--- config.mk ---
export PLATFORM = sky130hd
export DESIGN_NAME = uart_mike_ctrl
export DESIGN_NICKNAME = d
export VERILOG_FILES = /design/src/rtl/uart_mike_ctrl.sv
export SDC_FILE = /design/constraint.sdc
export NUM_CORES = 1
export LEC_CHECK = 0
export CAP_MARGIN = 10
export CORE_UTILIZATION = 37
export DETAILED_ROUTE_END_ITERATION = 10
export PLACE_DENSITY = 0.76
export SKIP_LAST_GASP = 1
export SYNTH_ARGS = -nofsm -noshare
export SYNTH_HDL_FRONTEND = slang
export SYNTH_SLANG_ARGS = --single-unit
--- constraint.sdc ---
create_clock -name clk -period 1.8 [get_ports clk]
set_clock_uncertainty 0.1 [all_clocks]
set_input_delay 0.18 -clock clk [delete_from_list [all_inputs] [get_ports clk]]
set_output_delay 0.18 -clock clk [all_outputs]
set_load 0.03 [all_outputs]
--- src/rtl/uart_mike_ctrl.sv ---
// uart_mike_ctrl: shares the UART_MIKE transmitter between requesters, times each TX frame, and drains RX bytes.
// Define UART_MIKE_CTRL_FIXED_PRIO_EN for fixed lowest-index-wins arbitration; round-robin by default.
module uart_mike_ctrl #(
    parameter int NUM_REQ      = 4,
    parameter int DATA_WIDTH   = 8,    // UART_DATA_WIDTH of the UART_MIKE core
    parameter int FRAME_CYCLES = 110
) (
    input  logic                          clk,
    input  logic                          rst,
    input  logic [NUM_REQ-1:0]            req_valid,
    input  logic [NUM_REQ*DATA_WIDTH-1:0] req_data,
    output logic [NUM_REQ-1:0]            req_ready,
    output logic [$clog2(NUM_REQ)-1:0]    grant_id,
    output logic                          busy,
    output logic [DATA_WIDTH-1:0]         tx_data,
    output logic                          tx_send,
    input  logic                          rx_flag,
    input  logic [DATA_WIDTH-1:0]         rx_data,
    input  logic                          parity_error,
    output logic                          rx_flag_clr,
    output logic                          rx_valid,
    output logic [DATA_WIDTH-1:0]         rx_byte,
    output logic                          rx_perr,
    input  logic                          rx_ready
);
    // state  | meaning
    // IDLE   | TX free, arbitrating
    // WAIT   | frame on the line, counting cnt down to 0
    // R_IDLE | waiting for rx_flag with room in the output slot
    // R_CLR  | rx_flag_clr held until the UART drops rx_flag

    localparam int IW = $clog2(NUM_REQ);
    localparam int CW = $clog2(FRAME_CYCLES);
    localparam logic [CW-1:0] CNT_LOAD = CW'(FRAME_CYCLES - 1);

    typedef enum logic {IDLE, WAIT} tx_state_t;
    typedef enum logic {R_IDLE, R_CLR} rx_state_t;

    tx_state_t     tx_state, tx_state_nxt;
    rx_state_t     rx_state, rx_state_nxt;
    logic [CW-1:0] cnt;
    logic [IW-1:0] winner;
    logic          grant;
    logic          capture;

`ifdef UART_MIKE_CTRL_FIXED_PRIO_EN
    always_comb begin
        winner = '0;
        for (int k = NUM_REQ - 1; k >= 0; k--) begin
            if (req_valid[k]) winner = IW'(k);
        end
    end
`else
    logic [IW-1:0] ptr;

    // Walk downward so the closest set bit at or above ptr is the last one written.
    always_comb begin
        int idx;
        winner = '0;
        for (int k = NUM_REQ - 1; k >= 0; k--) begin
            idx = int'(ptr) + k;
            if (idx >= NUM_REQ) idx = idx - NUM_REQ;
            if (req_valid[idx]) winner = IW'(idx);
        end
    end

    always_ff @(posedge clk) begin
        if (rst) begin
            ptr <= '0;
        end else if (grant) begin
            ptr <= (winner == IW'(NUM_REQ - 1)) ? '0 : winner + 1'b1;
        end
    end
`endif

    assign busy  = (tx_state == WAIT);
    assign grant = (tx_state == IDLE) && (|req_valid);

    always_comb begin
        tx_state_nxt = tx_state;
        rx_state_nxt = rx_state;
        capture      = 1'b0;
        case (tx_state)
            IDLE:    if (|req_valid) tx_state_nxt = WAIT;
            WAIT:    if (cnt == '0) tx_state_nxt = IDLE;
            default: tx_state_nxt = IDLE;
        endcase
        case (rx_state)
            R_IDLE: begin
                if (rx_flag && (!rx_valid || rx_ready)) begin
                    capture      = 1'b1;
                    rx_state_nxt = R_CLR;
                end
            end
            R_CLR:   if (!rx_flag) rx_state_nxt = R_IDLE;
            default: rx_state_nxt = R_IDLE;
        endcase
    end

    // Reset lands in WAIT so a frame already on the line can finish.
    always_ff @(posedge clk) begin
        if (rst) begin
            tx_state <= WAIT;
            rx_state <= R_IDLE;
        end else begin
            tx_state <= tx_state_nxt;
            rx_state <= rx_state_nxt;
        end
    end

    always_ff @(posedge clk) begin
        if (rst) begin
            cnt       <= CNT_LOAD;
            tx_send   <= 1'b0;
            tx_data   <= '0;
            req_ready <= '0;
            grant_id  <= '0;
        end else begin
            tx_send   <= 1'b0;
            req_ready <= '0;
            if (grant) begin
                tx_data   <= req_data[winner*DATA_WIDTH +: DATA_WIDTH];
                tx_send   <= 1'b1;
                req_ready <= NUM_REQ'(1) << winner;
                grant_id  <= winner;
                cnt       <= CNT_LOAD;
            end else if (busy && cnt != '0) begin
                cnt <= cnt - 1'b1;
            end
        end
    end

    always_ff @(posedge clk) begin
        if (rst) begin
            rx_valid    <= 1'b0;
            rx_byte     <= '0;
            rx_perr     <= 1'b0;
            rx_flag_clr <= 1'b0;
        end else if (capture) begin
            rx_byte     <= rx_data;
            rx_perr     <= parity_error;
            rx_valid    <= 1'b1;
            rx_flag_clr <= 1'b1;
        end else begin
            if (rx_valid && rx_ready) rx_valid <= 1'b0;
            if (rx_state == R_CLR && !rx_flag) rx_flag_clr <= 1'b0;
        end
    end
endmodule

Word level (Yosys, flattened, before mapping). Cells that the tools add are included.

Add/sub/neg operators: 9. $lt $le $gt $ge: 8. Eq/ne operators: 1. Shifts and indexed selects: 2. Mux-type cells: 33. Bitwise gates (word level): 3. Reductions and logical operators: 15.

Operators with widths (number): less-than comparator 32 x 4 -> 1 bit (second input constant) (4); two-way mux 32 bit (4); variable part select 32 x 6 -> 8 bit (1); two-way mux 1 bit (18); subtractor 3 x 3 -> 4 bit (second input constant) (3); two-way mux 2 bit (5); greater-or-equal comparator 3 bit (second input constant) (3); binary-select mux 1 bit (select 2 bit) (4); zero test 7 bit (1); nonzero test 7 bit (1); subtractor 7 x 1 -> 7 bit (second input constant) (1); adder 2 x 2 -> 3 bit (second input constant) (2); logical AND 1 bit (5); one-hot mux 1 bit (2 select lines) (2); nonzero test 2 bit (2); OR reduction 2 bit (2); OR reduction 4 bit (1); left shift 1 x 2 -> 4 bit (first input constant) (1); subtractor 2 x 3 -> 4 bit (second input constant) (1); adder 2 x 1 -> 3 bit (second input constant) (1); greater-or-equal comparator 2 x 3 -> 1 bit (second input constant) (1); NOT 1 bit (3); adder 2 x 1 -> 2 bit (second input constant) (1); equality test 2 bit (second input constant) (1); 2 further kinds (3).

Flip-flop bits (word level): 37. Bits of input ports: 49.

Logic depth before layout (Yosys ltp). Gate-level depths: netlist of the first run.

Word-level depth: 12. Depth in mapped cells: 7. Depth with buffers taken out: 7.

Worst setup path before layout of the first run. Ideal clock, no wire load.

Path kind: reg-to-reg. Start point: register cnt[2]. End point: register cnt[1]. Setup time: 0.103 ns. Arrival time: 1.455 ns. Path slack: 0.141 ns. Cell stages (with the launch flop): 4. Period minus slack after synthesis: 1.659 ns. Path through: dfxtp_1 or4_1 o21a_1 a2111oi_2.

Word-level cells in the longest chain between the ends: 2.

RTL lines: from (decl) (RTL line 41) `logic [CW-1:0] cnt;`; from (signal assigned) (RTL line 128) `cnt <= cnt - 1'b1;`; nonzero test 7 bit (RTL line 127) `end else if (busy && cnt != '0) begin`; logical AND 1 bit (RTL line 127).

No other way between the ends. A chain may end at the register's enable or synchronous reset.

Worst setup path after layout of the first run.
Start point: input port req_valid[2]. End point: register tx_data[1].

Word-level cells in the longest chain between the ends: 8. Elaborated cells between the ends (all ways): 19.

RTL lines: from (decl) (RTL line 10) `input logic [NUM_REQ-1:0] req_valid,`; binary-select mux 1 bit (select 2 bit) (RTL line 63) `if (req_valid[idx]) winner = IW'(idx);`; two-way mux 1 bit (implied by the code) (2 in series) (RTL line 63); two-way mux 2 bit (4 in series) (RTL line 63); variable part select 32 x 6 -> 8 bit (RTL line 122) `tx_data <= req_data[winner*DATA_WIDTH +: DATA_WIDTH];`; to (signal assigned) (RTL line 122); to (decl) (RTL line 15) `output logic [DATA_WIDTH-1:0] tx_data,`.

Parallel ways exist; a longest one is shown, timed or not. The select of a mux whose other input is x is not followed.

==> impl_metrics.toml, run 1 <==
[clocking]
cts_max_path_buffers = 2
cts_root_buf = "clkbuf_8"
clkTransAtPathRegs_ns = 0.07
cts.sinks = 37
cts_tree = "done"
h-tree-depth = 2
clock_latency_ns = 0.28
ctsHoldBuffers = 0
cts_made_buffers = 5

[timing]
min_period_ns = 1.78
setup_violations = 0
worst_pin_slew_ns = 0.343
fmax_mhz = 562
rsz0062_at_grt = "true"
hold_violations = 0
slew_viol_final = 0
hold_slack_ns = 0.338
max-slew-margin-rel = 0.771
period_share = 0.989
fin_tns_setup_ns = 0

[synthesis]
synth_seq_cells = 37
syn_inst = 174
synth_nets = 225
yosys-top-cells-area = "dfxtp_1 (45%), mux2i_1 (11%), nand2_1 (4.8%)"
yosysSeqAreaShare = 0.446
ys_types = 37
async_flop_share = 0
avgSynthCellArea_um2 = 9.54
syn_area_mm2 = 0.00166
synth_top_area_share = 0.446
ys.flop_type = "dfxtp_1"
synth-edff-count = 0
ys_warn_count = 0
synth_area_leader_cell = "dfxtp_1"

[power_and_ir_drop]
finalPower_uw = 1800
vdd_ir_drop_max_uv = 529
powerDensity_mw_per_mm2 = 640
power_leakage_uw = 0.00116

[min_path]
worstHoldStart = "grant_id[1]$_SDFFE_PP0P_"
worstHoldEndpoint = "grant_id[1]$_SDFFE_PP0P_"
whs_path_depth = 2
worst_hold_path_type = "register to register"

[drt]
vias = 1598
ant_nets = 0
drc = 0
routedWlPerCell_um = 13.3
dr.pass1.iters = 4
drt-initial-drc-count = 59
drt_wl_total_um = 4300
vias_per_cell = 4.93

[setup_path]
cp_max_fo = 4
critPathLaunchType = "input port"
required_ns = 1.86
crit_path_end_kind = "register"
r2r_slack_ns = 0.08
critPathBufInv = 2
worstSetupPathType = "input port to register"
crit_arrival_ns = 1.84
ff2ff_path_depth = 5
critical_path.max_stage_delay_ns = 0.45
timing.rr.start = "cnt[2]$_SDFFE_PP1P_"
timing.rr.end = "cnt[5]$_SDFFE_PP1P_"
critPathLaunch = "req_valid[2]"
cp_top_family = "compound AO/OA/AOI/OAI gates"
critical_path.cell_chain = "clkdlybuf4s50_1 -> nor2b_2 -> a21boi_2 -> o32a_4 -> buf_4 -> a211oi_1 -> o31ai_1"
cp_slowest_cell = "clkdlybuf4s50_1"

[global_routing]
grtUsageMet1 = 0.252
use_met2 = 0.319
grt_pass1_wl_um = 6910
grt_start_max_net_pins = 16
grt_overflow = 0
antenna_found_initial = 0
grt_busiest_layer = "met2"
grt_util_all_layers = 0.200
grt_use_met3 = 0.0724
grt_pass1_vias = 1487

[die]
fp.dieH_um = 69.0
start_util = 0.400
dieArea_mm2 = 0.00476
core_area_mm2 = 0.00414
fp-row-count = 23
io_pins = 76
fp.dieW_um = 69.0

[cells_and_area]
fin_util = 0.678
instances_no_fill = 324
area_delta_synth_final_pct = 69.2
nFillCells = 350
finalNetCount = 325
final_layout_size_suffix_gt1_frac = 0.190
diodes = 0

[status]
outcome = "finished clean"

[place]
place.gp.congestion = 0.807
dp_hpwl_um = 3350
dp_cells = 314
place.port_buffers = 75

[flow_run]
drv_cap = 0
worst max-delay path by stage:
stage | cells past startpoint | to
6_report | 7 | tx_data[1]$_SDFFE_PP0P_
3_3_place_gp | 7 | tx_data[1]$_SDFFE_PP0P_
4_1_cts | 6 | tx_data[3]$_SDFFE_PP0P_
2_1_floorplan | 3 | cnt[1]$_SDFFE_PP0P_
5_1_grt | 3 | cnt[1]$_SDFFE_PP0P_
3_5_place_dp | 7 | tx_data[1]$_SDFFE_PP0P_
state kept, by name, indices dropped and copies added (netlist names):
| register | count |
|---|---|
| rx_byte | 8 |
| tx_data | 8 |
| cnt | 7 |
| req_ready | 4 |
| grant_id | 2 |
| ptr | 2 |
| busy | 1 |
| rx_flag_clr | 1 |
| rx_perr | 1 |
| rx_state | 1 |
| rx_valid | 1 |
| tx_send | 1 |
cell families after synthesis:
logic type | synth area share
AOI/OAI and AO/OA | 0.130
buffers and inverters | 0.0332
DFF | 0.446
xor gates and xnor gates | 0.0264
muxes | 0.115
adders and majority gates | 0.0151
and+or+nand+nor | 0.234
synthesized netlist by cell type (all sizes together), types with 2 or more instances:
library cell,n
and3,2
o21ai,5
o221ai,5
nor4,2
o31ai,3
or3,2
dfxtp,37
mux2i,19
ha,2
nand2b,3
clkbuf,3
a211oi,6
a21oi,3
nor2,20
inv,4
o21a,2
buf,4
nor3b,6
nor3,5
nor2b,6
xnor2,2
nand2,21
or4,2
xor2,3
metrics by stage:
| stage | worst slack (ns) | cell area, um2 |
|---|---|---|
| floorplan | 0.141 | 1660 |
| global placement | -0.253 | 2610 |
| detailed placement | -0.387 | 2610 |
| CTS | 0.00669 | 2700 |
| global route | -0.0532 | 2810 |
| finish | 0.0202 | 2810 |
per-layer routing:
metal / wire length (um) / share of wire
met1: 1870 / 0.43
met2: 2130 / 0.49
met3: 263 / 0.061
met4: 42 / 0.0098
met5: 0 / 0
where the power goes:
group / total [uW] / leakage [uW] / internal [uW] / switching (uW)
registers: 857 / 0.000302 / 844 / 13.0
logic: 380 / 0.000811 / 222 / 158
clock network: 558 / 0.0000443 / 303 / 255
cell type report:
cell class / count / area (um2) / share of cell area
Multi-Input combinational cell: 126 / 942 / 0.336
Inverter: 4 / 15.0 / 0.00535
Timing Repair Buffer: 100 / 958 / 0.341
Tap cell: 50 / 62.6 / 0.0223
Sequential cell: 37 / 743 / 0.265
Clock buffer: 7 / 86.3 / 0.0307
cells in the final DEF (no fill, tap or decap), types with 2 or more instances in the layout:
master and instances:
a211oi_1 5, a21oi_1 3, and3_1 2, buf_4 24
clkbuf_8 6, clkdlybuf4s50_1 72, dfxtp_1 35, dfxtp_2 2
dlymetal6s2s_1 3, ha_1 2, inv_1 3, mux2i_1 19
nand2_1 20, nand2b_1 3, nor2_1 18, nor2_4 2
nor2b_1 2, nor2b_2 2, nor2b_4 2, nor3_1 5
nor3b_1 5, o21ai_0 3, o21ai_1 2, o221ai_1 5
o31ai_1 3, or3_1 2, or4_1 2, xnor2_1 2
xor2_1 3
tightest hold or removal path: stages (launching register included):
cell and delay [ns]:
dfxtp_1 0.31, nand2_1 0.05, nand2_1 0.04
timing repair:
item / 4_1_cts / 5_1_grt
buffers inserted: 0 / 3
pin swaps: 0 / 2
endpoints found under the setup margin: 7 / 16
resized for setup: 2 / 22
Note: power is estimated with default switching activity, not from simulation.
==> inputs of run 2 (changes only) <==
CAP_MARGIN = 20   (was 10)
CTS_CLUSTER_SIZE = 12   (was unset)
==> results of run 2 <==
Final layout, timing and power as in run 1 (identical DEF).
==> inputs of run 3 (changes only) <==
HOLD_SLACK_MARGIN = 0.1   (was unset)
==> results of run 3 <==
Final layout, timing and power as in run 1 (identical DEF).
